$ cat src/rtl/config_int_add_pkg.sv
// Shared types and helpers for the configurable approximate adder pipeline.
package config_int_add_pkg;

    // Controller states: normal streaming, emptying the pipe, switching k.
    typedef enum logic [1:0] {
        RUN   = 2'd0,
        DRAIN = 2'd1,
        APPLY = 2'd2
    } apx_state_t;

    // Width of a field able to hold any k in 0..max_apx.
    function automatic int cfg_width(input int max_apx);
        return $clog2(max_apx + 1);
    endfunction

endpackage

$ cat src/rtl/apx_operand_reg.sv
// Operand register whose low bits can be frozen to emulate clock gating.
// Bits below k use the gated-lane enable, all other bits use the normal
// enable. The clear input zeroes every bit that can ever be gated.
module apx_operand_reg
    import config_int_add_pkg::*;
#(
    parameter int W = 32,
    parameter int M = 16
) (
    input  logic                      clk,
    input  logic                      rst,
    input  logic                      clr,
    input  logic                      hi_en,
    input  logic                      lo_en,
    input  logic [cfg_width(M)-1:0]   k,
    input  logic [W-1:0]              d,
    output logic [W-1:0]              q
);

    for (genvar gi = 0; gi < W; gi++) begin : g_bit
        if (gi < M) begin : g_gateable
            logic bit_reg;
            logic gated;

            // This lane is frozen while it sits inside the current k.
            assign gated = (gi < int'(k));

            // Gateable bit: cleared on a level change, loads only when ungated.
            always_ff @(posedge clk or negedge rst) begin
                if (!rst) begin
                    bit_reg <= 1'b0;
                end else if (clr) begin
                    bit_reg <= 1'b0;
                end else if (gated ? lo_en : hi_en) begin
                    bit_reg <= d[gi];
                end
            end

            assign q[gi] = bit_reg;
        end else begin : g_plain
            logic bit_reg;

            // Upper bit that is never gated: loads on every accepted operand.
            always_ff @(posedge clk or negedge rst) begin
                if (!rst) begin
                    bit_reg <= 1'b0;
                end else if (hi_en) begin
                    bit_reg <= d[gi];
                end
            end

            assign q[gi] = bit_reg;
        end
    end

endmodule

$ cat src/rtl/config_int_add_apx_pipe.sv
// Two-stage approximate integer adder with a run-time gated-LSB count.
// Stage 1 holds the operands (low k bits frozen at zero), stage 2 holds the
// wrapped sum and signed overflow. Changing k first drains the pipe so no
// in-flight pair ever sees a mix of old and new approximation levels.
module config_int_add_apx_pipe
    import config_int_add_pkg::*;
#(
    parameter int DATA_PATH_BITWIDTH = 32,
    parameter int MAX_APX_BITWIDTH   = 16,
    parameter int RESET_APX_BITS     = 0
) (
    input  logic                                    clk,
    input  logic                                    rst,
    input  logic                                    in_valid,
    output logic                                    in_ready,
    input  logic [DATA_PATH_BITWIDTH-1:0]           a,
    input  logic [DATA_PATH_BITWIDTH-1:0]           b,
    output logic                                    out_valid,
    input  logic                                    out_ready,
    output logic [DATA_PATH_BITWIDTH-1:0]           c,
    output logic                                    ovf,
    input  logic                                    cfg_valid,
    output logic                                    cfg_ready,
    input  logic [cfg_width(MAX_APX_BITWIDTH)-1:0]  cfg_apx_bits,
    output logic [cfg_width(MAX_APX_BITWIDTH)-1:0]  active_apx_bits
);

    localparam int W  = DATA_PATH_BITWIDTH;
    localparam int M  = MAX_APX_BITWIDTH;
    localparam int KW = cfg_width(MAX_APX_BITWIDTH);

    localparam logic [KW-1:0] MAX_K   = KW'(M);
    localparam logic [KW-1:0] RESET_K = KW'(RESET_APX_BITS);

    apx_state_t    state_reg, state_next;
    logic [KW-1:0] pending_k_reg, pending_k_next;
    logic [KW-1:0] active_k_reg, active_k_next;
    logic [KW-1:0] cfg_clamped;

    logic          s1_valid_reg;
    logic          s2_valid_reg;
    logic [W-1:0]  c_reg;
    logic          ovf_reg;

    logic [W-1:0]  s1_a;
    logic [W-1:0]  s1_b;
    logic [W-1:0]  sum;
    logic          sum_ovf;

    logic          stall;
    logic          in_fire;
    logic          cfg_fire;
    logic          apply_clr;

    // Handshake qualification. Stage 2 only blocks when it holds an
    // unaccepted result; stage 1 always empties into stage 2 otherwise.
    assign stall     = s2_valid_reg && !out_ready;
    assign in_ready  = (state_reg == RUN) && (!s2_valid_reg || out_ready);
    assign in_fire   = in_valid && in_ready;
    assign cfg_ready = (state_reg == RUN);
    assign cfg_fire  = cfg_valid && cfg_ready;

    // Requests above the supported maximum saturate instead of wrapping.
    assign cfg_clamped = (cfg_apx_bits > MAX_K) ? MAX_K : cfg_apx_bits;

    // Gated lanes never load; the active k selects which lanes are gated.
    // An input accepted alongside a cfg request still uses the old k.
    apx_operand_reg #(
        .W (W),
        .M (M)
    ) u_reg_a (
        .clk   (clk),
        .rst   (rst),
        .clr   (apply_clr),
        .hi_en (in_fire),
        .lo_en (1'b0),
        .k     (active_k_reg),
        .d     (a),
        .q     (s1_a)
    );

    apx_operand_reg #(
        .W (W),
        .M (M)
    ) u_reg_b (
        .clk   (clk),
        .rst   (rst),
        .clr   (apply_clr),
        .hi_en (in_fire),
        .lo_en (1'b0),
        .k     (active_k_reg),
        .d     (b),
        .q     (s1_b)
    );

    // Wrapped sum; overflow when like-signed operands give an opposite sign.
    assign sum     = s1_a + s1_b;
    assign sum_ovf = (s1_a[W-1] == s1_b[W-1]) && (sum[W-1] != s1_a[W-1]);

    // Valid flags and the result stage; everything freezes under a stall.
    always_ff @(posedge clk or negedge rst) begin
        if (!rst) begin
            s1_valid_reg <= 1'b0;
            s2_valid_reg <= 1'b0;
            c_reg        <= '0;
            ovf_reg      <= 1'b0;
        end else if (!stall) begin
            s1_valid_reg <= in_fire;
            s2_valid_reg <= s1_valid_reg;
            if (s1_valid_reg) begin
                c_reg   <= sum;
                ovf_reg <= sum_ovf;
            end
        end
    end

    // Controller state, requested level and applied level.
    always_ff @(posedge clk or negedge rst) begin
        if (!rst) begin
            state_reg     <= RUN;
            pending_k_reg <= RESET_K;
            active_k_reg  <= RESET_K;
        end else begin
            state_reg     <= state_next;
            pending_k_reg <= pending_k_next;
            active_k_reg  <= active_k_next;
        end
    end

    // Next-state logic: latch a request, wait for an empty pipe, then switch.
    always_comb begin
        state_next     = state_reg;
        pending_k_next = pending_k_reg;
        active_k_next  = active_k_reg;
        apply_clr      = 1'b0;
        case (state_reg)
            RUN: begin
                if (cfg_fire) begin
                    state_next     = DRAIN;
                    pending_k_next = cfg_clamped;
                end
            end
            DRAIN: begin
                if (!s1_valid_reg && !s2_valid_reg) begin
                    state_next = APPLY;
                end
            end
            APPLY: begin
                active_k_next = pending_k_reg;
                apply_clr     = 1'b1;
                state_next    = RUN;
            end
            default: begin
                state_next = RUN;
            end
        endcase
    end

    assign out_valid       = s2_valid_reg;
    assign c               = c_reg;
    assign ovf             = ovf_reg;
    assign active_apx_bits = active_k_reg;

endmodule

$ cat config.mk
export PLATFORM = sky130hd
export DESIGN_NAME = config_int_add_apx_pipe
export DESIGN_NICKNAME = d
export VERILOG_FILES = /design/src/rtl/config_int_add_pkg.sv /design/src/rtl/apx_operand_reg.sv /design/src/rtl/config_int_add_apx_pipe.sv
export SDC_FILE = /design/constraint.sdc
export NUM_CORES = 1
export LEC_CHECK = 0
export CORE_UTILIZATION = 40
export DETAILED_ROUTE_END_ITERATION = 6
export GPL_TIMING_DRIVEN = 0
export HOLD_SLACK_MARGIN = 0.02
export PLACE_DENSITY = 0.61
export SETUP_SLACK_MARGIN = 0.2
export SYNTH_ARGS = -nofsm -noshare
export SYNTH_HDL_FRONTEND = slang
export SYNTH_SLANG_ARGS = --single-unit
$ cat constraint.sdc
create_clock -name clk -period 2.9 [get_ports clk]
set_clock_uncertainty 0.1 [all_clocks]
set_input_delay 0.58 -clock clk [delete_from_list [all_inputs] [get_ports clk]]
set_output_delay 0.58 -clock clk [all_outputs]
set_load 0.02 [all_outputs]
==> results.txt <==
Reg2Reg Launch Point -> u_reg_a.g_bit[0].g_gateable.bit_reg
Syn_area_per_cell -> 9.75 sq um
Iter 0 DRT Violations -> 308
Post-DRT Antenna Nets -> 0
Hold crit path type -> in -> async
Critical Path End Type -> register
Critical path arrival -> 2.83 ns
CTS root buf -> clkbuf_16
Fin. max-slew vios -> 0
Gpl congestion -> 0.839
Starting density of the core -> 41.0%
I/O pins -> 115
First-pass GRT wire length -> 25600 um
Number of synthesized register bits -> 111
Post-synth EDFFs -> 0
Worst-path clk slew -> 0.07 ns
Required time of the critical path -> 3.03 ns
Worst-Skew Late Latency -> 0.36 ns
CTS Sinks -> 111
Crit path cell chain -> ha_4, fa_2, a21oi_4, o211ai_1, a21oi_2, and4bb_2, o31ai_4, a31oi_1, xor2_1, o21ai_1
PwrDens -> 1320 nW/um^2
Final core utilization -> 56.1%
Largest net degree at the start of global routing -> 72
Syn Nets -> 720
Startpoint types -> register
CTS tree -> yes
RSZ-0062 raised after global routing -> true
Vias per cell -> 5.38
ANT cells -> 0
Status -> finished, final reports clean
Die height -> 124 um
DRC Markers -> 0
Fin area -> 8190 sq um
Final-report hold violation count -> 0
DR vias -> 5085
Total track usage -> 20.9%
Ys async rst share -> 100%
Slew margin rel. -> 58.3%
Most used DFF post-synth -> dfrtp_1
Std-Cell Rows -> 44
Syn Std Cell Area -> 5990 sq um
Hold_buf cts -> 0
Area grow syn2layout -> 36.8%
Pwr Total -> 10.8 mW
Fmax -> 0.371 GHz
Post-Synthesis Cells -> 614
Highest-delay cell along the critical path -> dfrtp_1
Drt wl/cell -> 16.7 um
Max Cap Violations -> 0
First-pass iteration count of the detailed router -> 5
PortBufs -> 114
TritonCTS buffer count -> 9
Die X -> 124 um
Distinct cells, synth -> 53
CP max stage delay -> 0.42 ns
Fill count -> 1270
Max reg flops -> 32
Net total in the final layout -> 863
CTS max path bufs -> 2
Gr ovfl total -> 0
Post-DP HPWL -> 12000 um
Final Cycle Share -> 93.0%
Share of post-route cells with drive strength above 1 -> 16.4%
Critical path origin -> u_reg_a.g_bit[0].g_gateable.bit_reg
Worst slew pin tran -> 0.625 ns
Vias in the first global route -> 5055
Core area -> 14600 sq um
DRT Wirelength -> 15800 um
Die area -> 15500 sq um
Area of placed instances -> 7380 sq um
Yosys warns -> 0
Sequential element share of the synthesized area -> 46.4%
Leak -> 3.63 nW
Initial antenna violation count -> 0
CP max FO -> 4
Final setup fails -> 0
Worst Setup Path Type -> reg -> reg
Minimum clock period -> 2.70 ns
Worst IR Drop VDD -> 0.503 mV
Number of H-tree levels -> 3
## through the flow
step	setup slack (ns)	TNS (ns)	cells	hold WS, ns
6_report	0.204	0	946	0.103
2_1_floorplan	0.451	0	614	0.184
4_1_cts	0.155	0	937	0.118
3_5_place_dp	-0.152	-0.733	913	0.362
5_1_grt	0.0966	0	946	0.139
3_3_place_gp	-3.01	-332.73	912	0.357
## path summary, 6_finish.rpt
| check | end | slack, ns | cells past startpoint |
|---|---|---|---|
| min in group clk | c[8] | 0.38 | 2 |
| setup / recovery | c[30] | 0.20 | 10 |
| setup reg to reg | c[30] | 0.20 | 10 |
| max in group asynchronous | u_reg_a.g_bit[10].g_gateable.bit_reg | 1.87 | 2 |
| hold reg to reg | c[8] | 0.38 | 2 |
| hold / removal | c[23] | 0.10 | 1 |
## cell families after synthesis
| group | Yosys count | share of synthesized area (%) |
|---|---|---|
| and+or+nand+nor | 196 | 14.6 |
| muxes | 49 | 8.88 |
| adders and majority gates | 32 | 6.81 |
| xor gates and xnor gates | 29 | 4.24 |
| AOI/OAI and AO/OA | 159 | 16.6 |
| buffers and inverters | 38 | 2.49 |
| DFF | 111 | 46.4 |
## worst max-delay path, delay by kind of cell (launching register included)
| family | cells | cell delay, ns |
|---|---|---|
| flops | 1 | 0.42 |
| compound gates | 6 | 0.88 |
| xor+xnor | 1 | 0.30 |
| simple gates | 1 | 0.30 |
| fa+ha+maj | 2 | 0.57 |
## cell usage after synthesis (6+ instances only)
master      n  area share, %
dfrtp_1   111             46
nand2_1   104            6.5
o21ai_0    55            4.6
a21oi_1    42            3.5
nor2_1     34            2.1
mux2_2     33            6.2
ha_1       31            6.5
clkbuf_1   23            1.4
xnor2_1    18            2.6
mux2i_1    16            2.7
nand3_1    16            1.3
a21o_1     15            1.9
xor2_1     11            1.6
inv_1       9           0.56
a31oi_1     8           0.84
and3_1      7           0.73
nand2b_1    7           0.73
o211ai_1    6           0.75
## per-layer routing
layer	vias up	routed length, um	share of wire [%]	GRT usage (%)
met3	16	629	4.0	2.58
met2	120	7360	47	32.8
li1	2460	-	-	-
met4	0	286	1.8	7.02
met5	-	0	0	0
met1	2489	7530	48	29.8
## power breakdown
group	switching, mW	leakage [nW]	internal [mW]	total, mW
registers	0.524	1.38	2.28	2.80
clock network	0.583	0.190	1.02	1.61
logic	3.51	2.06	2.93	6.44
## cell type report
cell class / instances / area [sq um] / share of cell area, %
tap: 184 / 230 / 2.81
buffer: 29 / 131 / 1.60
clock buffer: 9 / 225 / 2.75
timing repair buffer: 132 / 1290 / 15.8
sequential: 111 / 2780 / 33.9
inverter: 9 / 33.8 / 0.412
multi-input combinational: 465 / 3330 / 40.7
clock inverter: 7 / 168 / 2.05
## timing repair
item / in CTS / in global routing
endpoints found under the hold margin: 0 / 0
setup buffers: 8 / 9
resized for setup: 21 / 45
pin swaps: 10 / 17
setup endpoints to repair: 12 / 18
## cells in the final DEF, fill, tap and decap left out, types with 6 or more instances in the layout
cell type,instances
o21ai_0,53
ha_1,21
a21oi_1,33
xnor2_1,16
xor2_1,11
dfrtp_1,111
mux2i_1,16
clkbuf_1,17
nor2_1,34
o211ai_1,6
buf_4,19
a21oi_2,9
nand3_1,16
and3_1,6
inv_1,9
nand2b_1,7
clkdlybuf4s50_1,113
clkbuf_16,9
mux2_2,33
nand2_1,102
a21o_1,14
(Power assumes the default switching activity.)
